`src/rtl/down_timer_pkg.sv`:
```
`default_nettype none
// ============================================================================
//  Module   : down_timer_pkg
//  Purpose  : Shared state encoding and default width for the down_timer block.
//  Revision : 1.0 - initial release
// ============================================================================
package down_timer_pkg;

    localparam int c_DEFAULT_WIDTH = 8;

    typedef enum logic [1:0] {
        ST_IDLE = 2'd0,
        ST_RUN  = 2'd1,
        ST_DONE = 2'd2
    } state_t;

endpackage : down_timer_pkg
`default_nettype wire

```
`src/rtl/down_timer.sv`:
```
`default_nettype none
// ============================================================================
//  Module   : down_timer
//  Purpose  : Loadable N-bit down counter with one-shot or auto-reload modes,
//             a terminal-count pulse and an abort input.
//  Revision : 1.0 - initial release
// ============================================================================
module down_timer
    import down_timer_pkg::*;
#(
    parameter int N = c_DEFAULT_WIDTH
) (
    input  logic         clk,
    input  logic         reset,
    input  logic         tick_in,
    input  logic         load,
    input  logic [N-1:0] load_val,
    input  logic         auto_reload,
    input  logic         stop,
    output logic [N-1:0] q,
    output logic         busy,
    output logic         done,
    output logic         zero_tick
);

    localparam logic [N-1:0] c_ONE  = {{(N-1){1'b0}}, 1'b1};
    localparam logic [N-1:0] c_ZERO = '0;

    state_t         r_state;
    logic [N-1:0]   r_q;
    logic [N-1:0]   r_reload;
    logic           r_auto;
    logic           r_zero_tick;

    state_t         w_state_nxt;
    logic [N-1:0]   w_q_nxt;
    logic [N-1:0]   w_reload_nxt;
    logic           w_auto_nxt;
    logic           w_zero_tick_nxt;
    logic           w_terminal;

    // q<=1 is treated as terminal so the count can never wrap below zero
    assign w_terminal = (r_q <= c_ONE);

    always_ff @(posedge clk or posedge reset) begin
        if (reset) begin
            r_state     <= ST_IDLE;
            r_q         <= c_ZERO;
            r_reload    <= c_ZERO;
            r_auto      <= 1'b0;
            r_zero_tick <= 1'b0;
        end else begin
            r_state     <= w_state_nxt;
            r_q         <= w_q_nxt;
            r_reload    <= w_reload_nxt;
            r_auto      <= w_auto_nxt;
            r_zero_tick <= w_zero_tick_nxt;
        end
    end

    always_comb begin
        w_state_nxt     = r_state;
        w_q_nxt         = r_q;
        w_reload_nxt    = r_reload;
        w_auto_nxt      = r_auto;
        w_zero_tick_nxt = 1'b0;

        if (load) begin
            // load outranks stop and tick_in, and silently abandons any count
            w_reload_nxt = load_val;
            w_auto_nxt   = auto_reload;
            if (load_val != c_ZERO) begin
                w_q_nxt     = load_val;
                w_state_nxt = ST_RUN;
            end else begin
                w_q_nxt         = c_ZERO;
                w_state_nxt     = ST_DONE;
                w_zero_tick_nxt = 1'b1;
            end
        end else begin
            case (r_state)
                ST_RUN: begin
                    if (stop) begin
                        w_state_nxt = ST_IDLE;
                    end else if (tick_in) begin
                        if (!w_terminal) begin
                            w_q_nxt = r_q - c_ONE;
                        end else begin
                            w_zero_tick_nxt = 1'b1;
                            if (r_auto) begin
                                w_q_nxt = r_reload;
                            end else begin
                                w_q_nxt     = c_ZERO;
                                w_state_nxt = ST_DONE;
                            end
                        end
                    end
                end
                ST_DONE: begin
                    w_q_nxt = c_ZERO;
                    if (stop) begin
                        w_state_nxt = ST_IDLE;
                    end
                end
                ST_IDLE: begin
                    w_state_nxt = ST_IDLE;
                end
                default: begin
                    w_state_nxt = ST_IDLE;
                end
            endcase
        end
    end

    always_comb begin
        busy = (r_state == ST_RUN);
        done = (r_state == ST_DONE);
    end

    assign q         = r_q;
    assign zero_tick = r_zero_tick;

endmodule : down_timer
`default_nettype wire
```
`config.mk`:
```
export PLATFORM = sky130hd
export DESIGN_NAME = down_timer
export DESIGN_NICKNAME = d
export VERILOG_FILES = /design/src/rtl/down_timer_pkg.sv /design/src/rtl/down_timer.sv
export SDC_FILE = /design/constraint.sdc
export NUM_CORES = 1
export LEC_CHECK = 0
export ABC_AREA = 0
export CAP_MARGIN = 20
export CORE_MARGIN = 8
export CORE_UTILIZATION = 44
export CTS_CLUSTER_DIAMETER = 120
export DETAILED_ROUTE_END_ITERATION = 7
export GPL_TIMING_DRIVEN = 0
export PLACE_DENSITY = 0.74
export SYNTH_ARGS = -nofsm -noshare
export SYNTH_HDL_FRONTEND = slang
export SYNTH_SLANG_ARGS = --single-unit
```
`constraint.sdc`:
```
create_clock -name clk -period 1.8 [get_ports clk]
set_input_delay 0.36 -clock clk [delete_from_list [all_inputs] [get_ports clk]]
set_output_delay 0.36 -clock clk [all_outputs]
set_load 0.02 [all_outputs]
```
==> run_results.csv, run 1 <==
group,metric,value,unit
critical_path,max_stage_delay,0.48,ns
power_and_ir_drop,vdd_drop_max,0.000450,V
critical_path,critical_path_class,"reg -> reg",
critical_path,crit_chain,"inv_1, ha_4, nor2_2, nand3b_1, buf_4, a21oi_1, o31ai_1",
cts,clk_pin_slew,0.12,ns
layout,layout-drive-gt1-share,0.245,
logic_synthesis,synthCells,112,
logic_synthesis,ys_seq_area_frac,0.450,
global_routing,grt_pass1_vias,1072,
layout,final_common_cell,"clkdlybuf4s50_1",
detailed_routing,drc,0,
logic_synthesis,ys_warn_count,0,
place,dp_slack,-0.394,ns
layout,final_cell_mix,"clkdlybuf4s50_1 (17), dfrtp_1 (16), a21oi_1 (7), buf_4 (7)",
sta,worst_pin_slew,0.763,ns
critical_path,cp-end-kind,"register",
floorplan,fp.dieW,66.3,um
cts,cts_buffer_depth,2,
cts,cts_tree,"built",
power_and_ir_drop,p_total,1.15,mW
critical_path,slowest_stage,"dfrtp_1",
layout,n_antenna_cell,0,
logic_synthesis,syn_avg_cell_area,9.92,sq um
sta,timing.slew.headroom,0.491,
global_routing,grt_first_pass_wirelength,5100,um
detailed_routing,viasPerCell,6.23,
cts,cts_made_buffers,3,
critical_path,critPathTopFamily,"flip-flops",
layout,nets,164,
min_path,hold_path_class,"in -> async",
logic_synthesis,yosys-top-cells-area,"dfrtp_1 (45%), mux2_2 (6.1%), o31ai_1 (3.4%), a21oi_1 (3.2%), a32oi_1 (2.4%)",
cts,cts_htree_levels,1,
floorplan,die_area,4390,sq um
logic_synthesis,synth.cell_area,1110,sq um
detailed_routing,vias,1103,
floorplan,start_util,0.457,
global_routing,overflow,0,
global_routing,antenna_found_initial,0,
critical_path,path_max_fanout,6,
critical_path,path_buf_inv,2,
layout,syn2layout_area_growth,38.1,%
sta,min_period,1.79,ns
logic_synthesis,yosysTopAreaCellShare,0.450,
sta,slew_viol_final,0,
cts,cts-root-buf,"clkbuf_4",
logic_synthesis,synth_cell_types,37,
sta,hold_viol_final,0,
logic_synthesis,yosysTopAreaCell,"dfrtp_1",
floorplan,rows,18,
detailed_routing,first_pass_iters,4,
sta,rsz0062_at_grt,"true",
floorplan,io_pins,25,
power_and_ir_drop,power_density,751,nW/um^2
sta,setup_viol,0,
cts,clock_sinks,20,
detailed_routing,wirelength,3300,um
sta,clock_skew,0.0158,ns
sta,finalCritPeriodShare,0.995,
sta,setup_ws,0.00870,ns
power_and_ir_drop,power.leakage,0.615,nW
logic_synthesis,syn-num-nets,128,
floorplan,core_area,2430,sq um
place,port_buffers,24,
global_routing,grt_usage,0.149,
sta,fmax,558,MHz
floorplan,die_h,66.3,um
place,hpwl,2180,um
cts,worst_skew_pair.late_latency,0.32,ns
critical_path,arrival,2.01,ns
detailed_routing,wl_per_cell,18.7,um
logic_synthesis,synth.ff_latch_count,20,
critical_path,critPathLaunchType,"register",
place,gp_congestion,0.828,
critical_path,required,2.02,ns
detailed_routing,drt_iter0_drc,71,
global_routing,grt_max_degree,21,
outcome,status,"finished clean",
job,drv_cap,0,
detailed_routing,ant_nets,0,
==> power by group <==
part | switching [mW] | total [mW] | leakage (nW) | internal [mW]
sequential | 0.0589 | 0.556 | 0.237 | 0.497
combinational | 0.191 | 0.364 | 0.364 | 0.173
clock | 0.145 | 0.231 | 0.0150 | 0.0866
==> routing by layer <==
| metal | up-vias | routed length (um) | GRT usage |
|---|---|---|---|
| met5 | - | 0 | 0 |
| met4 | 0 | 62 | 0.0587 |
| met3 | 8 | 244 | 0.0525 |
| met2 | 48 | 1610 | 0.234 |
| met1 | 543 | 1390 | 0.182 |
| li1 | 504 | - | - |
==> timing repair <==
item,CTS,global route
pin swaps,1,9
hold buffers,0,0
buffers inserted,5,2
resized for setup,11,13
setup endpoints to repair,15,15
==> synthesized netlist by cell type <==
cell type and n:
dfrtp_1 20, a21oi_1 7, inv_1 6, mux2_2 6, nand2_1 6, nor2_1 6, o21ai_0 5, o31ai_1 5
a31oi_1 4, nor3_1 4, a32oi_1 3, nand3_1 3, nand3b_1 3, nand4_1 3, nor2b_1 3, nor4_1 3
a22oi_1 2, clkbuf_1 2, ha_1 2, xor2_1 2, a211oi_1 1, a21o_1 1, a31o_2 1, and2_1 1
and3_1 1, buf_1 1, nand4b_1 1, nor3b_1 1, nor4_4 1, nor4bb_1 1, o21a_1 1, o22ai_1 1
o311ai_0 1, o41a_2 1, or3_1 1, or4_1 1, or4_4 1
==> sequential cells by signal (all words and copies together), names as in the netlist <==
signal and flops:
r_state 2, r_auto 1, q 8, r_reload 8, zero_tick 1
==> worst paths after layout <==
check | cells past startpoint | start | to | slack [ns]
max | 7 | q[1] | q[5] | 0.009
max reg2reg | 7 | q[1] | q[5] | 0.009
min | 2 | reset | q[3] | 0.46
min reg2reg | 1 | r_reload[6] | r_reload[6] | 0.51
min in group clk | 1 | r_reload[6] | r_reload[6] | 0.51
max in group asynchronous | 2 | reset | q[2] | 0.79
==> worst register-to-register path, delay by kind of cell, from the launching register on <==
family	cells	cell delay, ns
AO/OA/AOI/OAI	2	0.28
adder cells (fa/ha/maj)	1	0.20
buffers and inverters	2	0.31
flip-flops	1	0.48
AND/OR/NAND/NOR	2	0.42
==> final cells by class <==
type,count,area [sq um]
multi-input cells,83,641
flip-flops and latches,20,505
clock buffers,4,26.3
plain buffers,3,11.3
fillers,208,898
inverters,6,22.5
repair buffers,31,290
well taps,30,37.5
==> kinds of logic (layout without fill, tap and decap cells) <==
group / Yosys count / in the layout / synth area share
DFF: 20 / 20 / 0.450
buffers and inverters: 9 / 44 / 0.0304
and+or+nand+nor: 40 / 40 / 0.220
xor gates and xnor gates: 2 / 2 / 0.0158
muxes: 6 / 6 / 0.0608
AOI/OAI and AO/OA: 33 / 33 / 0.200
adders and majority gates: 2 / 2 / 0.0225
==> through the flow <==
stage          hold slack (ns)  utilization  TNS [ns]  instances  area [sq um]
3_3_place_gp             0.475        0.572     -2.65        166          1390
5_1_grt                  0.529        0.631    -0.412        177          1530
2_1_floorplan            0.324            -         0        112          1110
4_1_cts                  0.508        0.606  -0.00547        175          1470
6_report                 0.465        0.631         0        177          1530
3_5_place_dp             0.482        0.572     -3.15        166          1390
Power figures use the tool's default switching activity.
==> run 2: changes to the inputs <==
Settings changed: ABC_AREA 0 to default, PLACE_DENSITY 0.74 to default, PLACE_DENSITY_LB_ADDON from default to 0.15.
==> run 2 against run 1 <==
Clock power is 19% higher. Hold slack better by 0.030 ns. Critical path type is now reg -> out. Clock skew decreased by 0.013 ns.
==> run_results.csv, run 2 (synthesis gave the netlist of run 1 again) <==
group,metric,value,unit
outcome,status,"finished clean",
global_routing,overflow,0,
place,port_buffers,24,
layout,reg_top3,"q x8, r_reload x8, r_state x2",
critical_path,path_max_fanout,6,
global_routing,grt_usage,0.148,
cts,worst_skew_pair.late_latency,0.31,ns
detailed_routing,vias,1081,
critical_path,critical_path_class,"reg -> out",
layout,final_util,0.657,
power_and_ir_drop,p_seq_frac,0.456,
layout,multi_input_area,671,sq um
critical_path,r2r-end,"r_state[1]",
power_and_ir_drop,combPwrFrac,0.319,
detailed_routing,first_pass_iters,4,
layout,n_antenna_cell,0,
sta,hold_viol_final,0,
layout,nets,167,
critical_path,critPathLaunchType,"register",
critical_path,arrival,1.41,ns
cts,cts_buffer_depth,2,
detailed_routing,viasPerCell,6.01,
floorplan,die_h,66.3,um
power_and_ir_drop,intPower,0.807,mW
floorplan,io_pins,25,
sta,min_period,1.77,ns
global_routing,grt_pass1_vias,1061,
global_routing,antenna_found_initial,0,
global_routing,grt_first_pass_wirelength,5140,um
critical_path,max_stage_delay,0.63,ns
floorplan,rows,18,
cts,clock_sinks,20,
sta,setup_viol,0,
layout,final_common_cell,"clkdlybuf4s50_1",
floorplan,start_util,0.457,
critical_path,cp.depth,1,
place,place_area,1390,sq um
detailed_routing,wirelength,3190,um
cts,hold_buffers,0,
layout,syn2layout_area_growth,43.9,%
cts,cts_made_buffers,3,
layout,fin_area,1600,sq um
place,hpwl,2080,um
critical_path,ff2ff_path_depth,5,
cts,cts_tree,"built",
critical_path,cp-end-kind,"output port",
detailed_routing,drt_iter0_drc,79,
place,gp_congestion,0.791,
power_and_ir_drop,power_density,764,nW/um^2
floorplan,fp.dieW,66.3,um
layout,n_fill_cell,207,
floorplan,core_area,2430,sq um
power_and_ir_drop,clock_power_share,0.226,
critical_path,r2r_slack,0.04,ns
critical_path,critPathTopFamily,"buffers and inverters",
cts,cts-root-buf,"clkbuf_4",
sta,fmax,564,MHz
cts,cts_htree_levels,1,
cts,clk_pin_slew,0.12,ns
sta,timing.slew.headroom,0.473,
global_routing,grt_max_degree,21,
floorplan,die_area,4390,sq um
power_and_ir_drop,p_total,1.22,mW
critical_path,slowest_stage,"clkdlybuf4s50_1",
power_and_ir_drop,switching_share,0.339,
critical_path,required,1.44,ns
power_and_ir_drop,power.leakage,0.640,nW
min_path,hold_path_class,"in -> async",
layout,seqCellArea,508,sq um
critical_path,crit_chain,"clkdlybuf4s50_1",
job,drv_cap,0,
sta,slew_viol_final,0,
detailed_routing,wl_per_cell,17.7,um
detailed_routing,ant_nets,0,
sta,worst_pin_slew,0.790,ns
critical_path,path_buf_inv,1,
layout,final_cell_mix,"clkdlybuf4s50_1 (16), dfrtp_1 (14), buf_4 (9), a21oi_1 (7), dlygate4sd2_1 (7)",
power_and_ir_drop,power_switching,0.414,mW
sta,rsz0062_at_grt,"true",
critical_path,rr_startpoint,"q[5]",
power_and_ir_drop,vdd_drop_max,0.000567,V
sta,clock_skew,0.00298,ns
layout,layout-drive-gt1-share,0.280,
sta,finalCritPeriodShare,0.984,
detailed_routing,drc,0,
-- run 2: cell count changes in the layout (fill, tap and decap cells not counted), sizes merged --
cell | before | now
buf | 9 | 11
clkdlybuf4s50 | 17 | 16
dlygate4sd2 | 5 | 7
-- run 2: metal layers --
metal | share of wire | GRT usage | vias up
met5 | 0 | 0 | -
li1 | - | - | 504
met2 | 0.47 | 0.224 | 47
met4 | 0.014 | 0.0720 | 0
met3 | 0.080 | 0.0390 | 5
met1 | 0.44 | 0.190 | 525
-- run 2: repair_timing --
item	4_1_cts	5_1_grt
pin swaps	1	6
buffers inserted	8	2
resized for setup	16	15
endpoints found under the hold margin	0	0
setup endpoints to repair	16	13
-- run 2: worst max path at each step --
stage	startpoint	end	slack, ns
after floorplan	q[2]	q[7]	0.003
after global placement	tick_in	q[1]	-0.38
after detailed placement	tick_in	q[7]	-0.37
after CTS	q[5]	q[5]	0.009
after global routing	r_state[1]	done	-0.03
final	q[7]	q[7]	0.03
-- run 2: through the flow --
step	TNS, ns	hold slack (ns)	worst slack (ns)	cells
2_1_floorplan	0	0.324	0.00326	112
3_3_place_gp	-2.99	0.474	-0.381	166
3_5_place_dp	-2.73	0.477	-0.369	166
4_1_cts	0	0.506	0.00927	178
5_1_grt	-0.108	0.516	-0.0295	180
6_report	0	0.494	0.0282	180
-- run 2: area by class of cell --
class,instances,area share
multi-input cells,83,0.419
repair buffers,34,0.196
flip-flops and latches,20,0.318
well taps,30,0.0235
clock buffers,4,0.0227
inverters,6,0.0141
plain buffers,3,0.00704
-- run 2: power by group through the flow --
stage | sequential (mW) | combinational [mW] | clock (mW)
floorplan | 0.580 | 0.156 | 0
global placement | 0.561 | 0.304 | 0
detailed placement | 0.563 | 0.308 | 0
CTS | 0.545 | 0.342 | 0.278
global route | 0.563 | 0.424 | 0.300
finish | 0.557 | 0.389 | 0.275
